--- src/rtl/letter_sequencer.sv ---
// Letter sequencer: holds the current letter (A/B/C) and advances it from a
// prescaled auto-step counter or a synchronized manual STEP edge.
module letter_sequencer #(
    parameter int DIV = 50_000_000
) (
    input  logic       CLOCK_50,
    input  logic       RESET,
    input  logic       RUN,
    input  logic       STEP,
    input  logic       DIR,
    output logic [5:0] CODE,
    output logic [2:0] LEDG,
    output logic       TICK
);

    localparam int CW = (DIV > 1) ? $clog2(DIV) : 1;
    localparam logic [CW-1:0] CNT_MAX = CW'(DIV - 1);

    localparam logic [1:0] S_A = 2'b00;
    localparam logic [1:0] S_B = 2'b01;
    localparam logic [1:0] S_C = 2'b10;

    logic [CW-1:0] r_cnt;
    logic          r_sync1;
    logic          r_sync2;
    logic          r_prev;
    logic [1:0]    r_state;
    logic [5:0]    r_code;
    logic [2:0]    r_ledg;
    logic          r_tick;

    logic          w_auto;
    logic          w_step;
    logic          w_adv;
    logic [CW-1:0] w_cnt_next;
    logic [1:0]    w_state_next;
    logic [5:0]    w_code_next;
    logic [2:0]    w_ledg_next;

    assign w_auto = RUN && (r_cnt == CNT_MAX);
    assign w_step = r_sync2 & ~r_prev;
    assign w_adv  = w_auto | w_step;

    // A step event restarts the prescaler so the next auto advance is a full period away.
    always_comb begin
        w_cnt_next = r_cnt;
        if (w_step) begin
            w_cnt_next = '0;
        end else if (RUN) begin
            w_cnt_next = w_auto ? '0 : r_cnt + CW'(1);
        end
    end

    always_comb begin
        w_state_next = r_state;
        case (r_state)
            S_A:     if (w_adv) w_state_next = DIR ? S_C : S_B;
            S_B:     if (w_adv) w_state_next = DIR ? S_A : S_C;
            S_C:     if (w_adv) w_state_next = DIR ? S_B : S_A;
            default: w_state_next = S_A;
        endcase
    end

    // Outputs are decoded from the next state so they update on the same edge as the state.
    always_comb begin
        w_code_next = 6'b100000;
        w_ledg_next = 3'b001;
        case (w_state_next)
            S_B: begin
                w_code_next = 6'b101000;
                w_ledg_next = 3'b010;
            end
            S_C: begin
                w_code_next = 6'b110000;
                w_ledg_next = 3'b100;
            end
            default: begin
                w_code_next = 6'b100000;
                w_ledg_next = 3'b001;
            end
        endcase
    end

    always_ff @(posedge CLOCK_50 or posedge RESET) begin
        if (RESET) begin
            r_cnt   <= '0;
            r_sync1 <= 1'b0;
            r_sync2 <= 1'b0;
            r_prev  <= 1'b0;
            r_state <= S_A;
            r_code  <= 6'b100000;
            r_ledg  <= 3'b001;
            r_tick  <= 1'b0;
        end else begin
            r_cnt   <= w_cnt_next;
            r_sync1 <= STEP;
            r_sync2 <= r_sync1;
            r_prev  <= r_sync2;
            r_state <= w_state_next;
            r_code  <= w_code_next;
            r_ledg  <= w_ledg_next;
            r_tick  <= w_auto;
        end
    end

    assign CODE = r_code;
    assign LEDG = r_ledg;
    assign TICK = r_tick;

endmodule

--- config.mk ---
export PLATFORM = sky130hd
export DESIGN_NAME = letter_sequencer
export DESIGN_NICKNAME = d
export VERILOG_FILES = /design/src/rtl/letter_sequencer.sv
export SDC_FILE = /design/constraint.sdc
export NUM_CORES = 1
export LEC_CHECK = 0
export CORE_MARGIN = 2
export CORE_UTILIZATION = 50
export DETAILED_ROUTE_END_ITERATION = 16
export DONT_BUFFER_PORTS = 1
export HOLD_SLACK_MARGIN = 0.05
export MAX_ROUTING_LAYER = met4
export PLACE_DENSITY = 0.65
export SETUP_SLACK_MARGIN = 0.05
export SLEW_MARGIN = 25
export SYNTH_ARGS = -nofsm -noshare
export SYNTH_HDL_FRONTEND = slang
export SYNTH_SLANG_ARGS = --single-unit
--- constraint.sdc ---
create_clock -name CLOCK_50 -period 4.87 [get_ports CLOCK_50]
set_input_delay 0.974 -clock CLOCK_50 [delete_from_list [all_inputs] [get_ports CLOCK_50]]
set_output_delay 0.974 -clock CLOCK_50 [all_outputs]
set_load 0.02 [all_outputs]
==> flow_results.org <==
** Outcome
- Status :: complete, no violations

** Detailed routing
- Count of unresolved DRC violations after routing :: 0
- Summed over all layers, the routed wires come to 3.15 mm.
- Violation count after the first detailed-route iteration :: 39
- In the final routed layout, each cell accounts on average for 14.2 um.
- The routed layout has 1202 vias.
- Via density per instance :: 5.41
- For this run, the detailed router's first-pass iteration total came to 4.
- Antenna Violating Nets Remaining :: 0

** Global routing
- Initial antenna violation count :: 0
- Global-route wire length before repair :: 5.65 mm
- The number of global-route vias before repair was 1172.
- Global routing usage summed across all routing layers :: 0.192
- Entering global routing, the biggest net connects 36 pins.
- Summed over all layers, the global routing overflow is 0.

** Place
- The wire-length estimate of the detail-placed layout is 2.16 mm.
- Once placement completed, the tool counted placed cells totaling 214.
- Placer Congestion :: 0.819
- Port Buffer Count :: 0

** CTS
- After clock tree synthesis, the clock-pin slew on the worst setup and hold paths is 110 ps.
- Buffers inserted to repair hold after CTS numbered 0.
- Clock root buffer master :: clkbuf_4
- Buffers added to address setup during post-CTS repair amount to 0.
- Number of resized instances in the post-cts repair step :: 0
- CTS tree :: done
- Level count of the clock H-tree :: 2
- TritonCTS Sinks :: 35
- Clock latency on the worst-skew pair, taken at its later pin, is ~350 ps.
- The number of clock buffers added by TritonCTS is 5.
- Maximum root-to-sink buffer count :: 2

** Floorplan
- Ports :: 15
- Die area :: 4010 um2
- In this run the vertical extent of the chip is 63.4 um.
- Standard-cell rows :: 21
- Initial Util :: 0.524
- From left edge to right edge, the die measures 63.4 um.
- Core area :: 3360 um2

** Min path
- The min-delay analysis places its worst path in the category flip-flop to flip-flop.

** Timing
- Worst Hold Slack :: 360 ps
- In the finished design, the share of the clock period the worst path needs comes to 0.511.
- Subtracting the final worst setup slack from the clock period gives 2490 ps.
- Max Clock Skew :: ~12 ps
- Timing would allow up to 402 MHz.
- Setup violations remaining at the end of the flow were counted as 0.
- Setup total negative slack on the finished layout was measured at 0 ps.
- At the pin with the least slew margin, the transition time is between 800 and 900 ps.
- Worst rel slew slack :: 0.417
- The final-report hold violation count is 0.
- The final-report max-slew violation count came to 0.
- Setup repair after global routing left no endpoint under its margin.

** Logic synthesis
- Total number of yosys warnings :: 0
- Area of the mapped netlist :: 1760 um2
- In the synthesized netlist, the number of instances is 175.
- Register bit total from synthesis :: 35
- Per-instance average area after synthesis :: ~10 um2
- The synthesized netlist contains 35 unique library cells.
- Proportion of synthesized chip area in sequential cells :: 0.498

** Setup path
- The worst setup path is captured at a flip-flop.
- STA classifies the critical path startpoint as a flip-flop.
- Data arrival time of the critical path :: approximately 2800 ps
- For the worst setup path, the data required time is slightly above 5000 ps.
- Largest fanout of any net on the critical path :: 8
- Largest stage delay, worst path :: roughly 520 ps
- CP cell instances :: or4_1 > or3_4 > o31ai_4 > nor3b_1 > a211o_1 > ha_1
- Among all stages on the critical path, the largest delay is contributed by or4_1.
- Category of the critical setup timing path :: flip-flop to flip-flop

** Finish
- Leaving out fill and tap cells, the most frequent cell in the layout is dfrtp_1.
- For this run, the number of standard cells in the final layout without fillers is 222.
- The area growth from synthesis to layout is 4.97%.
- The net count of the finished layout is 183.
- Of the cells placed in the final design, the portion with a size suffix greater than 1 is 0.0852.
- Most frequent cells in the layout :: dfrtp_1, nor2_1, xor2_1
- 0 antenna diodes ended up in the layout.
- Counting the fill cells in the layout gives 335.

** Pwr
- Max VDD drop :: between 0.00015 and 0.0002 V
- For this design the static power due to leakage is 0.800 nW.
- Dividing total power by cell area gives a power density of about 350 nW/um2.

** Flow run
- Number of violations of the max-capacitance limit :: 0
power by group:
group | switching, mW | total, mW | internal, mW | leakage [nW]
registers | 0.0530 | 0.374 | 0.321 | 0.472
clock network | 0.103 | 0.211 | 0.108 | 0.0452
logic | 0.0371 | 0.0709 | 0.0337 | 0.283
path summary, 6_finish.rpt:
path                          start  cells after the start         to  slack [ps]
max                        r_cnt[8]                      6    LEDG[0]        2380
min                         r_sync1                      0    r_sync2         360
max reg2reg                r_cnt[8]                      6    LEDG[0]        2380
min reg2reg                 r_sync1                      0    r_sync2         360
max in group asynchronous     RESET                      2    LEDG[0]        3950
min in group asynchronous     RESET                      2  r_cnt[18]         590
cells in the mapped netlist, drive strengths merged:
master / n / area [um2]
o22ai: 1 / 6.26
clkbuf: 2 / 7.51
or4: 1 / 7.51
ha: 3 / 37.5
inv: 3 / 11.3
nor3: 4 / 20.0
conb: 2 / 7.51
nor4: 1 / 6.26
a211o: 1 / 8.76
a211oi: 2 / 15.0
a21oi: 2 / 10.0
nand3b: 2 / 15.0
o31ai: 1 / 21.3
nor4b: 2 / 17.5
nand2b: 2 / 12.5
dfrtp: 34 / 851
xor2: 18 / 158
o2111ai: 1 / 8.76
o22a: 1 / 8.76
nor2b: 1 / 6.26
nand4: 15 / 93.8
buf: 9 / 66.3
nor3b: 3 / 22.5
nand2: 9 / 33.8
and3: 2 / 12.5
dfstp: 1 / 26.3
xnor2: 8 / 70.1
nor2: 31 / 116
nand3: 9 / 45.0
and4bb: 1 / 12.5
nand4b: 1 / 8.76
or2: 1 / 6.26
or3: 1 / 11.3
per-stage QoR:
| stage | total power [mW] | setup WS [ps] | instance area [um2] | utilization |
|---|---|---|---|---|
| final | 0.656 | 2380 | 1850 | 0.550 |
| after global routing | 0.690 | 2260 | 1850 | 0.550 |
| after CTS | 0.663 | 2380 | 1850 | 0.550 |
| after detailed placement | 0.450 | 2410 | 1770 | 0.526 |
| after global placement | 0.446 | 2470 | 1770 | 0.526 |
| after floorplan | 0.446 | 2520 | 1770 | - |
cell type report:
| cell class | count | area [um2] | share of cell area |
|---|---|---|---|
| inverters | 3 | 11.3 | 0.00609 |
| clock inverters | 3 | 43.8 | 0.0237 |
| repair buffers | 2 | 15.0 | 0.00812 |
| flip-flops and latches | 35 | 877 | 0.474 |
| multi-input cells | 128 | 807 | 0.436 |
| well taps | 46 | 57.6 | 0.0311 |
| clock buffers | 5 | 37.5 | 0.0203 |
sequential cells by signal, summed over array words and instances, names as in the netlist:
name and cells:
r_state 2, r_sync1 1, r_sync2 1, r_prev 1, TICK 1, CODE 1
r_cnt 26, LEDG 2
critical path, delay by kind of cell (launching register included):
kind,cells,cell delay (ps)
and+or+nand+nor,3,1040
AOI/OAI and AO/OA,2,650
DFF,1,450
adders and majority gates,1,280
cell families (layout without fill, tap and decap cells):
group / after synthesis / count (layout) / synth area share
AOI/OAI and AO/OA: 9 / 9 / 0.0447
adders and majority gates: 3 / 3 / 0.0213
other: 2 / 4 / 0.00426
DFF: 35 / 35 / 0.498
buffers and inverters: 14 / 13 / 0.0483
xor gates and xnor gates: 26 / 26 / 0.129
and+or+nand+nor: 86 / 86 / 0.254
routing by layer:
metal / GRT usage / vias up / share of wire
li1: - / 595 / -
met1: 0.242 / 573 / 0.47
met2: 0.291 / 26 / 0.46
met3: 0.0536 / 8 / 0.040
met4: 0.0842 / 0 / 0.028
met5: - / - / 0
Note: power is estimated with default switching activity, not from simulation.
